### src/rtl/uart_tx_cfg_if.sv
// Producer-side bundle for uart_tx_cfg.
// It carries the frame configuration, the request/ready handshake, the status outputs and the serial line.
interface uart_tx_cfg_if #(
   parameter int DATA_BITS = 8,
   parameter int DIV_W     = 16
);
   logic [DIV_W-1:0]     DIV;
   logic [3:0]           NBITS;
   logic [1:0]           PARITY_MODE;
   logic                 STOP2;
   logic [DATA_BITS-1:0] TXDATA;
   logic                 TX_RQ;
   logic                 TX_RDY;
   logic                 TX_BUSY;
   logic                 TX_DONE;
   logic                 TXD;

   modport master (
      output DIV, NBITS, PARITY_MODE, STOP2, TXDATA, TX_RQ,
      input  TX_RDY, TX_BUSY, TX_DONE, TXD
   );

   modport slave (
      input  DIV, NBITS, PARITY_MODE, STOP2, TXDATA, TX_RQ,
      output TX_RDY, TX_BUSY, TX_DONE, TXD
   );
endinterface

### src/rtl/uart_tx_cfg.sv
// Runtime-configurable UART transmitter with an internal baud divider.
// The frame is a start bit, then 5..DATA_BITS data bits sent LSB first, then an optional parity bit, then one or two stop bits.
// The whole configuration is captured at accept and stays fixed for the rest of the frame.
module uart_tx_cfg #(
   parameter int DATA_BITS = 8,
   parameter int DIV_W     = 16
) (
   input logic         CLK,
   input logic         R,
   uart_tx_cfg_if.slave bus
);

   typedef enum logic [2:0] {IDLE, START, DATA, PARITY, STOP} state_t;

   localparam logic [DIV_W-1:0] DIV_ONE = DIV_W'(1);
   localparam logic [3:0]       NB_MAX  = 4'(DATA_BITS);
   localparam logic [3:0]       NB_MIN  = 4'd5;

   state_t               state, state_nxt;
   logic [DIV_W-1:0]     div_cnt, div_nxt, div_q;
   logic [3:0]           bit_cnt, bit_nxt, nbits_q, nbits_in;
   logic [DATA_BITS-1:0] shreg, shreg_nxt, used_mask;
   logic                 par_en_q, par_q, stop2_q, par_in;
   logic                 txd_q, txd_nxt;
   logic                 accept, wrap, last_data, last_stop;

   assign accept    = (state == IDLE) && bus.TX_RQ;
   assign wrap      = (div_cnt == div_q - DIV_ONE);
   assign last_data = (bit_cnt == nbits_q - 4'd1);
   assign last_stop = (bit_cnt == {3'b000, stop2_q});

   // Clamp the requested width and precompute the parity bit from the live inputs, for use at the accept edge
   always_comb begin
      nbits_in = (bus.NBITS < NB_MIN || bus.NBITS > NB_MAX) ? NB_MAX : bus.NBITS;
      for (int i = 0; i < DATA_BITS; i++) begin
         used_mask[i] = (i < int'(nbits_in));
      end
      par_in = (^(bus.TXDATA & used_mask)) ^ (bus.PARITY_MODE == 2'b10);
   end

   // State, counters, shifter and the registered serial line; R has priority over everything
   always_ff @(posedge CLK) begin
      // NOTE: sequential state uses non-blocking assignments so that every register samples pre-edge values.
      if (R) begin
         state    <= IDLE;
         div_cnt  <= '0;
         bit_cnt  <= '0;
         shreg    <= '0;
         txd_q    <= 1'b1;
         div_q    <= DIV_ONE;
         nbits_q  <= NB_MAX;
         par_en_q <= 1'b0;
         par_q    <= 1'b0;
         stop2_q  <= 1'b0;
      end else begin
         state   <= state_nxt;
         div_cnt <= div_nxt;
         bit_cnt <= bit_nxt;
         shreg   <= shreg_nxt;
         txd_q   <= txd_nxt;
         if (accept) begin
            div_q    <= (bus.DIV == '0) ? DIV_ONE : bus.DIV;
            nbits_q  <= nbits_in;
            par_en_q <= ^bus.PARITY_MODE;
            par_q    <= par_in;
            stop2_q  <= bus.STOP2;
         end
      end
   end

   // Next state: bits advance on divider wrap; the bit counter indexes data bits, then stop bits
   always_comb begin
      // NOTE: every output gets a default first so no path leaves a value unassigned (no latches).
      state_nxt = state;
      div_nxt   = div_cnt;
      bit_nxt   = bit_cnt;
      shreg_nxt = shreg;
      if (state == IDLE) begin
         if (accept) begin
            state_nxt = START;
            div_nxt   = '0;
            bit_nxt   = '0;
            shreg_nxt = bus.TXDATA;
         end
      end else if (!wrap) begin
         div_nxt = div_cnt + DIV_ONE;
      end else begin
         div_nxt = '0;
         unique case (state)
            START: begin
               state_nxt = DATA;
               bit_nxt   = '0;
            end
            DATA: begin
               if (last_data) begin
                  state_nxt = par_en_q ? PARITY : STOP;
                  bit_nxt   = '0;
               end else begin
                  bit_nxt   = bit_cnt + 4'd1;
                  shreg_nxt = shreg >> 1;
               end
            end
            PARITY: begin
               state_nxt = STOP;
               bit_nxt   = '0;
            end
            STOP: begin
               if (last_stop) begin
                  state_nxt = IDLE;
                  bit_nxt   = '0;
               end else begin
                  bit_nxt = bit_cnt + 4'd1;
               end
            end
            default: state_nxt = IDLE;
         endcase
      end
   end

   // Outputs: status from the current state, and the serial level for the state being entered
   always_comb begin
      bus.TX_RDY  = (state == IDLE);
      bus.TX_BUSY = (state != IDLE);
      bus.TX_DONE = (state == STOP) && wrap && last_stop;
      unique case (state_nxt)
         IDLE:    txd_nxt = 1'b1;
         START:   txd_nxt = 1'b0;
         DATA:    txd_nxt = shreg_nxt[0];
         PARITY:  txd_nxt = par_q;
         STOP:    txd_nxt = 1'b1;
         default: txd_nxt = 1'b1;
      endcase
   end

   assign bus.TXD = txd_q;

endmodule

### src/flat_wrapper.sv
// flat-port wrapper written by rule: the top's interface ports become plain ports
module uart_tx_cfg_flat 
#(
   parameter int DATA_BITS = 8,
   parameter int DIV_W     = 16
)
  (CLK, R, bus_DIV, bus_NBITS, bus_PARITY_MODE, bus_STOP2, bus_TXDATA, bus_TX_RQ, bus_TX_RDY, bus_TX_BUSY, bus_TX_DONE, bus_TXD);
  uart_tx_cfg_if #(.DATA_BITS(DATA_BITS), .DIV_W(DIV_W)) bus_i ();
  input logic CLK;
  input logic R;
  input wire logic [$bits(bus_i.DIV)-1:0] bus_DIV;
  input wire logic [$bits(bus_i.NBITS)-1:0] bus_NBITS;
  input wire logic [$bits(bus_i.PARITY_MODE)-1:0] bus_PARITY_MODE;
  input wire logic [$bits(bus_i.STOP2)-1:0] bus_STOP2;
  input wire logic [$bits(bus_i.TXDATA)-1:0] bus_TXDATA;
  input wire logic [$bits(bus_i.TX_RQ)-1:0] bus_TX_RQ;
  output wire logic [$bits(bus_i.TX_RDY)-1:0] bus_TX_RDY;
  output wire logic [$bits(bus_i.TX_BUSY)-1:0] bus_TX_BUSY;
  output wire logic [$bits(bus_i.TX_DONE)-1:0] bus_TX_DONE;
  output wire logic [$bits(bus_i.TXD)-1:0] bus_TXD;
  assign bus_i.DIV = bus_DIV;
  assign bus_i.NBITS = bus_NBITS;
  assign bus_i.PARITY_MODE = bus_PARITY_MODE;
  assign bus_i.STOP2 = bus_STOP2;
  assign bus_i.TXDATA = bus_TXDATA;
  assign bus_i.TX_RQ = bus_TX_RQ;
  assign bus_TX_RDY = bus_i.TX_RDY;
  assign bus_TX_BUSY = bus_i.TX_BUSY;
  assign bus_TX_DONE = bus_i.TX_DONE;
  assign bus_TXD = bus_i.TXD;
  uart_tx_cfg #(.DATA_BITS(DATA_BITS), .DIV_W(DIV_W)) u_core (.CLK(CLK), .R(R), .bus(bus_i));
endmodule
### config.mk
export PLATFORM = sky130hd
export DESIGN_NAME = uart_tx_cfg_flat
export DESIGN_NICKNAME = d
export VERILOG_FILES = /design/src/rtl/uart_tx_cfg_if.sv /design/src/rtl/uart_tx_cfg.sv /design/src/flat_wrapper.sv
export SDC_FILE = /design/constraint.sdc
export NUM_CORES = 1
export LEC_CHECK = 0
export ABC_CLOCK_PERIOD_IN_PS = 5000
export CAP_MARGIN = 20
export CORE_AREA = 3 3 98 100
export DETAILED_ROUTE_END_ITERATION = 7
export DIE_AREA = 0 0 101 103
export GPL_TIMING_DRIVEN = 0
export MAX_ROUTING_LAYER = met4
export SLEW_MARGIN = 25
export SYNTH_ARGS = -nofsm -noshare
export SYNTH_HDL_FRONTEND = slang
export SYNTH_SLANG_ARGS = --single-unit
### constraint.sdc
create_clock -name CLK -period 5 [get_ports CLK]
set_input_delay 1 -clock CLK [delete_from_list [all_inputs] [get_ports CLK]]
set_output_delay 1 -clock CLK [all_outputs]
set_load 0.02 [all_outputs]
==> results of run 1 <==
## where the power goes
part           switching (mW)  internal [mW]  leakage (nW)  total, mW
sequential             0.0399          0.479         0.448      0.519
combinational           0.335          0.217         0.962      0.552
clock                   0.156          0.147        0.0502      0.303
total                   0.531          0.842          1.46       1.37
## worst min path at each step
stage                                      endpoint  slack (ps)  cells past startpoint
after floorplan           u_core.par_q$_SDFFE_PP0P_         430                      2
after global placement    u_core.par_q$_SDFFE_PP0P_         440                      2
after detailed placement  u_core.par_q$_SDFFE_PP0P_         450                      2
after CTS                 u_core.par_q$_SDFFE_PP0P_         460                      2
after global routing      u_core.par_q$_SDFFE_PP0P_         480                      2
final                     u_core.par_q$_SDFFE_PP0P_         460                      2
## worst max-delay path, delay by kind of cell (launching register included)
family                   cells  cell delay, ps
flip-flops                   1             390
buffers and inverters        3             640
adder cells (fa/ha/maj)      1             270
AO/OA/AOI/OAI                2             570
AND/OR/NAND/NOR              4            1600
## metrics by stage
step	power (mW)	hold WS [ps]	cells	cell area, um^2
6_report	1.37	459	591	4100
5_1_grt	1.45	484	591	4100
4_1_cts	1.37	463	591	4100
3_5_place_dp	1.07	450	583	3980
3_3_place_gp	1.06	444	583	3980
2_1_floorplan	0.904	432	439	3490
## placed cells by master, fill, tap and decap left out, drive strengths merged, types with 6 or more instances in the layout
cell,netlist,routed
or4,7,7
inv,16,16
and3,8,8
or3,6,6
o211ai,6,6
nor3,17,17
o2bb2ai,6,6
a22oi,7,7
clkbuf,22,27
nand3,10,10
nor2,29,29
a21oi,41,41
a311oi,12,12
xor2,11,11
xnor2,15,15
nand2,61,61
a31oi,6,6
clkdlybuf4s50,0,35
buf,7,8
nor4,6,6
o21ai,13,13
dfxtp,55,55
## metal layers
layer | vias up | GRT usage [%] | wire length [um]
li1 | 1711 | - | -
met1 | 1676 | 25.2 | 4540
met2 | 80 | 33.1 | 4660
met3 | 22 | 2.44 | 393
met4 | 0 | 6.03 | 204
met5 | - | - | 0
## cell type report
| class | instances | area [um^2] |
|---|---|---|
| Clock inverter | 2 | 37.5 |
| Buffer | 29 | 121 |
| Multi-Input combinational cell | 339 | 2210 |
| Tap cell | 108 | 135 |
| Clock buffer | 5 | 68.8 |
| Timing Repair Buffer | 37 | 367 |
| Fill cell | 884 | 4670 |
| Inverter | 16 | 60.1 |
| Sequential cell | 55 | 1100 |
## what timing repair did
action	4_1_cts	5_1_grt
buffers inserted	1	0
resized for setup	3	0
setup endpoints to repair	1	0
## cell families (layout without fill, tap and decap cells)
logic type | count (synthesis) | in the layout | share of synthesized area, %
and+or+nand+nor | 173 | 173 | 26.1
xor gates and xnor gates | 27 | 27 | 7.18
AOI/OAI and AO/OA | 127 | 127 | 26.1
DFF | 55 | 55 | 31.6
muxes | 7 | 7 | 2.08
adders and majority gates | 5 | 5 | 1.79
buffers and inverters | 45 | 89 | 5.13
## flip-flops by register name, indices dropped and copies added (netlist names)
| name | count |
|---|---|
| u_core.stop2_q | 1 |
| u_core.shreg | 8 |
| u_core.div_q | 16 |
| u_core.nbits_q | 4 |
| u_core.par_q | 1 |
| u_core.state | 3 |
| u_core.bit_cnt | 4 |
| u_core.bus.TXD | 1 |
| u_core.par_en_q | 1 |
| u_core.div_cnt | 16 |
==> results.md, run 1 <==
- Hold-fix buffers, CTS: 0
- Setup violators final: 0
- Congestion Overflow GR: 0
- Clock Latency Late Sink: roughly 310 ps
- Worst hold path startpoint: u_core.par_q$_SDFFE_PP0P_
- Largest net degree at the start of global routing: 17
- Routed WL: ~9.8 mm
- Post-route setup TNS: 0 ps
- Die height: 103 um
- Worst-path fanout max: 10
- Syn Nets: approximately 480
- Pwr dens: 335 mW/mm^2
- Max frequency: approximately 210 MHz
- Worst setup margin: about 210 ps
- Antenna Cells: 0
- Startpoint Class: register
- Status: finished clean
- Slowest cell on the critical path: or4b_2
- Synth Warn #: 0
- CTS tree: yes
- R2R Path End: u_core.bus.TXD$_SDFF_PP1_
- Count leader, synth: nand2_1
- RSZ-0062 raised after global routing: no
- Vias in the first global route: ~3300
- Post-synthesis cell area: about 0.0035 mm^2
- GRT Overall Usage: between 15 and 20%
- Number of buffers created by CTS: 5
- RR Startpoint: u_core.div_q[0]$_SDFFE_PP1P_
- Initial DRT Pass Iterations: 5
- Crit path to: bus_TX_DONE
- Post-route antenna net violation count: 0
- Syn Area/Cell: 7.94 um^2
- Yosys reg bits: 55
- Core Util, Final: around 47%
- Tcrit/Tclk final: a little over nine tenths
- Worst Tran Pin Value: slightly above 700 ps
- Dominant synthesized flop cell: dfxtp_1
- Initial antenna violation count: 0
- Worst IR Drop VDD: about 0.19 mV
- Synth top cells by count: nand2_1 (61), dfxtp_1 (55), a21oi_1 (41), nor2_1 (29), clkbuf_1 (22)
- Routability cong.: roughly 0.9
- Yosys cell types: approximately 70
- IO Port Bufs: 36
- Rel. slew slack: 51.7%
- DR iter-0 viols: between 100 and 150
- Total die area: 0.0104 mm^2
- Layout cells sized above 1: under 10%
- FFs w/ async S/R, synth: 0%
- WP data required: approximately 4000 ps
- Share of the synthesized area in the top cell type: between 30% and 40%
- Global-route wire length before repair: 16.2 mm
- Vias: between 3000 and 4000
- Rows: 34
- Synth area leader: dfxtp_1
- # IOs: 38
- R2R depth: 10
- Final count of hold timing violations: 0
- Initial core utilization: approximately 40%
- Worst-path clk slew: ~110 ps
- Core area: just under 0.009 mm^2
- Fin. max-slew vios: 0
- P_leak: 1.46 nW
- Dominant cells by area after synthesis: dfxtp_1 (32%), nand2_1 (6.6%), a21oi_1 (5.9%)
- Crit. End Element: output pin
- CP arrival: approximately 3800 ps
- Layout area overhead: 17.6%
- Flop2flop setup slack: ~1100 ps
- Critical path type: register to output pin
- Pre-CTS WS: -79.3 ps
- Sequential fraction of the synthesis area: about a third
- Clock skew: approximately 7.5 ps
- Cells after Synth: about 440
- CP Launch Point: u_core.div_q[0]$_SDFFE_PP1P_
- Drt drc: 0
- Total of max-cap violations: 0
- Via density: between 5 and 6
- CTS Sinks: 55
- Hold Crit Class: register to register
- Dpl hpwl: ~7.5 mm
- Number of enable-type register cells in the synthesized netlist: 0
- H-tree levels: 2
- Min cycle time layout: between 4000 and 5000 ps
- Max incr delay on CP: roughly 690 ps
- Die X: a little over 100 um
- # nets final: ~520
- Average wire per standard cell: around 17 um
- Root buffer cell: clkbuf_8
- Max Root-Sink Buffers: 2
- CP cell instances: inv_1 > ha_1 > or4b_2 > a2111oi_1 > a211oi_1 > or3_1 > nor3_4 > buf_4 > and4_1 > dlygate4sd2_1
No activity file was read; power rests on OpenSTA's default activity.
==> inputs of run 2 (changes only) <==
- ABC_CLOCK_PERIOD_IN_PS: 5000 -> unset
==> results of run 2 <==
The final DEF is identical to that of run 1; final timing and power are the same.
